===== config.mk =====
export PLATFORM = sky130hd
export DESIGN_NAME = oam_dma_ctrl
export DESIGN_NICKNAME = d
export VERILOG_FILES = /design/src/rtl/oam_dma_ctrl.sv
export SDC_FILE = /design/constraint.sdc
export NUM_CORES = 1
export LEC_CHECK = 0
export CAP_MARGIN = 20
export CELL_PAD_IN_SITES_DETAIL_PLACEMENT = 2
export CELL_PAD_IN_SITES_GLOBAL_PLACEMENT = 2
export CORE_AREA = 2 2 88 90
export DETAILED_ROUTE_END_ITERATION = 8
export DIE_AREA = 0 0 90 92
export HOLD_SLACK_MARGIN = 0.12
export PLACE_DENSITY_LB_ADDON = 0.25
export SLEW_MARGIN = 20
export SYNTH_ARGS = -nofsm -noshare
export SYNTH_HDL_FRONTEND = slang
export SYNTH_SLANG_ARGS = --single-unit
export TNS_END_PERCENT = 50

===== constraint.sdc =====
create_clock -name clk -period 3.6 [get_ports clk]
set_clock_uncertainty 0.05 [all_clocks]
set_input_delay 0.36 -clock clk [delete_from_list [all_inputs] [get_ports clk]]
set_output_delay 0.36 -clock clk [all_outputs]
set_load 0.05 [all_outputs]

===== src/rtl/oam_dma_ctrl.sv =====
// oam_dma_ctrl: memory-bus owner and sequencer for SM83 OAM DMA.
// A CPU write to the DMA register (0xFF46) takes the shared bus and copies
// XFER_LEN bytes from {page,8'h00} to DST_BASE as read/write pairs. CPU
// accesses are blocked while the copy runs.
// Optional feature: define OAM_DMA_DONE_IRQ_EN to add the done_irq pulse.
module oam_dma_ctrl #(
  parameter int unsigned XFER_LEN = 160,
  parameter logic [15:0] DST_BASE = 16'hFE00
) (
  input  logic        clk,
  input  logic        rst,
  input  logic        reg_wr,
  input  logic [7:0]  reg_wdata,
  output logic [7:0]  reg_rdata,
  input  logic [15:0] cpu_addr,
  input  logic        cpu_cs,
  input  logic        cpu_oe,
  input  logic        cpu_we,
  input  logic [7:0]  cpu_wdata,
  output logic [7:0]  cpu_rdata,
  output logic [15:0] mem_addr,
  output logic        mem_cs,
  output logic        mem_oe,
  output logic        mem_we,
  output logic [7:0]  mem_wdata,
  input  logic [7:0]  mem_rdata,
`ifdef OAM_DMA_DONE_IRQ_EN
  output logic        done_irq,
`endif
  output logic        busy
);

  typedef enum logic [1:0] {
    S_IDLE,
    S_START,
    S_READ,
    S_WRITE
  } state_e;

  // Index of the final byte; idx never counts past it, so an 8-bit counter
  // covers the full 256-byte case without wrapping.
  localparam logic [7:0] LAST_IDX = 8'(XFER_LEN - 32'd1);

  state_e      state_q;
  logic [7:0]  idx_q;
  logic [7:0]  src_page_q;
  logic [7:0]  src_page_d;
  logic [7:0]  reg_rdata_q;
  logic [7:0]  byte_latch_q;
  logic        busy_q;
  logic [15:0] wr_addr_d;
`ifdef OAM_DMA_DONE_IRQ_EN
  logic        done_irq_q;
`endif

  // Echo pages E0-FF are mirrors of C0-DF, so fold them down before use.
  assign src_page_d = (reg_wdata >= 8'hE0) ? (reg_wdata - 8'h20) : reg_wdata;

  // Destination address wraps within 16 bits; the carry out is discarded.
  assign wr_addr_d = DST_BASE + {8'h00, idx_q};

  // Sequencer: state, byte counter, source page, data latch and registered outputs.
  // NOTE: the reset is in the sensitivity list so an asserted rst returns the
  // bus to the CPU immediately, without waiting for a clock edge.
  always_ff @(posedge clk or posedge rst) begin
    if (rst) begin
      state_q      <= S_IDLE;
      idx_q        <= '0;
      src_page_q   <= '0;
      reg_rdata_q  <= '0;
      byte_latch_q <= '0;
      busy_q       <= 1'b0;
`ifdef OAM_DMA_DONE_IRQ_EN
      done_irq_q   <= 1'b0;
`endif
    end else begin
      // NOTE: non-blocking assignments throughout, so every register here sees
      // the pre-edge values of the others regardless of statement order.
`ifdef OAM_DMA_DONE_IRQ_EN
      done_irq_q <= 1'b0;
`endif
      if (state_q == S_READ) begin
        byte_latch_q <= mem_rdata;
      end

      if (reg_wr) begin
        // A register write always (re)starts; it overrides completion, so a
        // restart in the final WRITE suppresses the done pulse.
        reg_rdata_q <= reg_wdata;
        src_page_q  <= src_page_d;
        idx_q       <= '0;
        state_q     <= S_START;
        busy_q      <= 1'b1;
      end else begin
        case (state_q)
          S_IDLE: begin
            busy_q <= 1'b0;
          end
          S_START: begin
            state_q <= S_READ;
          end
          S_READ: begin
            state_q <= S_WRITE;
          end
          S_WRITE: begin
            if (idx_q == LAST_IDX) begin
              state_q    <= S_IDLE;
              idx_q      <= '0;
              busy_q     <= 1'b0;
`ifdef OAM_DMA_DONE_IRQ_EN
              done_irq_q <= 1'b1;
`endif
            end else begin
              idx_q   <= idx_q + 8'd1;
              state_q <= S_READ;
            end
          end
          default: begin
            state_q <= S_IDLE;
            busy_q  <= 1'b0;
          end
        endcase
      end
    end
  end

  // Bus ownership mux: CPU passes straight through unless the copy is moving data.
  always_comb begin
    // NOTE: every output gets a default before the case so no path leaves one
    // unassigned, which would otherwise infer a latch.
    mem_addr  = cpu_addr;
    mem_cs    = cpu_cs;
    mem_oe    = cpu_oe;
    mem_we    = cpu_we;
    mem_wdata = cpu_wdata;
    cpu_rdata = mem_rdata;
    case (state_q)
      S_READ: begin
        mem_addr  = {src_page_q, idx_q};
        mem_cs    = 1'b1;
        mem_oe    = 1'b1;
        mem_we    = 1'b0;
        mem_wdata = byte_latch_q;
        cpu_rdata = 8'hFF;
      end
      S_WRITE: begin
        mem_addr  = wr_addr_d;
        mem_cs    = 1'b1;
        mem_oe    = 1'b0;
        mem_we    = 1'b1;
        mem_wdata = byte_latch_q;
        cpu_rdata = 8'hFF;
      end
      default: begin
      end
    endcase
  end

  assign reg_rdata = reg_rdata_q;
  assign busy      = busy_q;
`ifdef OAM_DMA_DONE_IRQ_EN
  assign done_irq  = done_irq_q;
`endif

endmodule

==> out/results.tsv <==
metric	value	unit
grt_pass1_wl	9040	um
ys_types	31	
portBuffers	89	
cts-resized-gates	0	
met2_usage	23.7	%
relSlewSlack	37.6	%
start_util	22.9	%
use_met1	17.1	%
syn_nets	226	
powerDensity	422	nW/um^2
yosysWarnings	0	
avgSynthCellArea	9.59	sq um
hold_buffers	0	
hold_viol_final	0	
busiest_layer	met2	
grt_pass1_vias	1762	
tns	0	ns
drtPass1Iterations	3	
drt_first_iter_violations	29	
ir_drop	0.165	mV
tightest_slew	0.933	ns
status	finished, final reports clean	
dieArea	8280	sq um
io_pins	90	
htreeDepth	2	
drc	0	
grt-ovfl-total	0	
fin_crit	2.45	ns
drt-vias-per-instance	4.38	
vias	1599	
post_synth_inst_count	178	
ys_seq_area_share	44.0	%
place_ws	1.33	ns
drv_cap	0	
gp_congestion	0.707	
die_w	90	um
core	7450	sq um
cp.required	3.19	ns
worstPathMaxFanout	45	
finalCritPeriodShare	68.0	%
die_h	92	um
dp_hpwl	3990	um
grt_usage	13.7	%
max_freq	0.409	GHz
drive_gt1_share	21.3	%
numClockSinks	30	
ys_ff_latch	30	
synthToLayoutAreaGrowth	62.8	%
start_kind	flip-flop	
synth_area	1710	sq um
clk_latency	0.28	ns
drt-total-wl	5450	um
antenna_found_initial	0	
n_antenna_cell	0	
p_total	1170	uW
setup_viol	0	
cts_tree	yes	
cts.reportedPaths.clkPinSlew	0.07	ns
rows	32	
postCtsSetupRepairBufs	0	
use_met3	3.70	%
clockRootBuffer	clkbuf_8	
critPathCaptureType	output pin	
finalNetCount	310	
worstSetupPathType	reg2out	
avgRoutedWirePerCell	14.9	um
critPathArrivalTime	2.04	ns
drtAntennaViolNets	0	
p_leak	0.00120	uW
clock_path_buffers	2	
fin_ws	1.15	ns
rsz0062_at_grt	no	
hold_path.class	in2async	
grt_start_max_net_pins	46	
numCtsBuffers	5	
drv_slew	0	
## critical path, cell delays in order, from the launching register on
cell	delay [ns]
dfrtp_1	0.37
buf_12	0.24
nand2_1	0.19
o21ai_0	0.12
clkdlybuf4s50_1	0.83
## routing by layer
layer	wire length [um]	vias to the layer above
met5	0	-
met4	57	0
met3	265	5
met2	2740	49
met1	2380	787
li1	-	758
## cells by family (layout without fill, tap and decap cells)
group                      Yosys count  after routing  share of synthesized area, %
and+or+nand+nor                     69             69                          19.6
xor gates and xnor gates             4              4                          2.05
adders and majority gates            2              2                          1.46
buffers and inverters               24            109                          6.81
DFF                                 30             30                          44.0
AOI/OAI and AO/OA                   23             23                          9.01
muxes                               26             26                          17.1
## path summary, 6_finish.rpt
check / start / to / slack, ns / cells past startpoint
min reg2reg: byte_latch_q[3]$_DFFE_PP0P_ / byte_latch_q[3]$_DFFE_PP0P_ / 0.43 / 2
max in group asynchronous: rst / reg_rdata[7]$_DFFE_PP0P_ / 2.78 / 3
max: state_q[1]$_DFFE_PP0P_ / mem_we / 1.15 / 4
min: rst / src_page_q[1]$_DFFE_PP0P_ / 0.41 / 3
max reg2reg: idx_q[1]$_DFFE_PP0P_ / idx_q[7]$_DFFE_PP0P_ / 1.97 / 5
min in group clk: byte_latch_q[3]$_DFFE_PP0P_ / byte_latch_q[3]$_DFFE_PP0P_ / 0.43 / 2
## synth_stat cells
master    number  area share [%]
dfrtp_1       30              44
nand2_1       30             6.6
mux2_2        24              16
nor2_1        10             2.2
inv_1          9             2.0
nand3_1        9             2.6
or2_2          9             3.3
a21oi_1        7             2.1
o21ai_0        7             2.1
buf_2          6             1.8
buf_4          5             2.2
clkbuf_1       4            0.88
o22a_1         4             2.1
xor2_1         3             1.5
a31oi_1        2            0.73
ha_1           2             1.5
nand2b_1       2            0.73
nand4_1        2            0.73
a211oi_4       1             1.2
a21o_1         1            0.44
a21o_2         1            0.51
and2b_1        1            0.44
and3_1         1            0.37
and3_2         1            0.44
and4_1         1            0.51
and4bb_4       1            0.95
mux2_1         1            0.66
mux2i_1        1            0.59
nor2b_1        1            0.37
or2_1          1            0.37
xnor2_1        1            0.51
## power breakdown
group          leakage (uW)  internal, uW  switching, uW  total, uW
Combinational      0.000765           178            265        443
Sequential         0.000373           371           23.5        395
Clock             0.0000579           204            132        336
Total               0.00120           753            421       1170
## layout make-up
| type | count | area [sq um] |
|---|---|---|
| Sequential cell | 30 | 751 |
| Fill cell | 836 | 4670 |
| Clock inverter | 3 | 40.0 |
| Inverter | 9 | 33.8 |
| Clock buffer | 5 | 68.8 |
| Multi-Input combinational cell | 124 | 841 |
| Tap cell | 102 | 128 |
| Timing Repair Buffer | 92 | 918 |
## registers in the layout, indices dropped and copies added (netlist names)
| signal | cells |
|---|---|
| reg_rdata | 3 |
| byte_latch_q | 8 |
| src_page_q | 8 |
| busy | 1 |
| state_q | 2 |
| idx_q | 8 |
## layout by cell type (no fill, tap or decap), drive strengths merged, types with 3 or more instances in the layout
cell type | netlist | final
a21oi | 7 | 7
buf | 11 | 11
clkbuf | 4 | 5
clkdlybuf4s50 | 0 | 81
dfrtp | 30 | 30
inv | 9 | 9
mux2 | 25 | 25
nand2 | 30 | 30
nand3 | 9 | 9
nor2 | 10 | 10
o21ai | 7 | 7
o22a | 4 | 4
or2 | 10 | 10
xor2 | 3 | 3
## through the flow
step | hold WS (ns) | std cells | cell area [sq um] | util (%)
5_1_grt | 0.463 | 365 | 2780 | 37.3
2_1_floorplan | 0.390 | 178 | 1710 | -
3_5_place_dp | 0.416 | 357 | 2670 | 35.9
3_3_place_gp | 0.405 | 357 | 2670 | 35.9
4_1_cts | 0.433 | 365 | 2780 | 37.3
6_report | 0.413 | 365 | 2780 | 37.3
(Power assumes the default switching activity.)
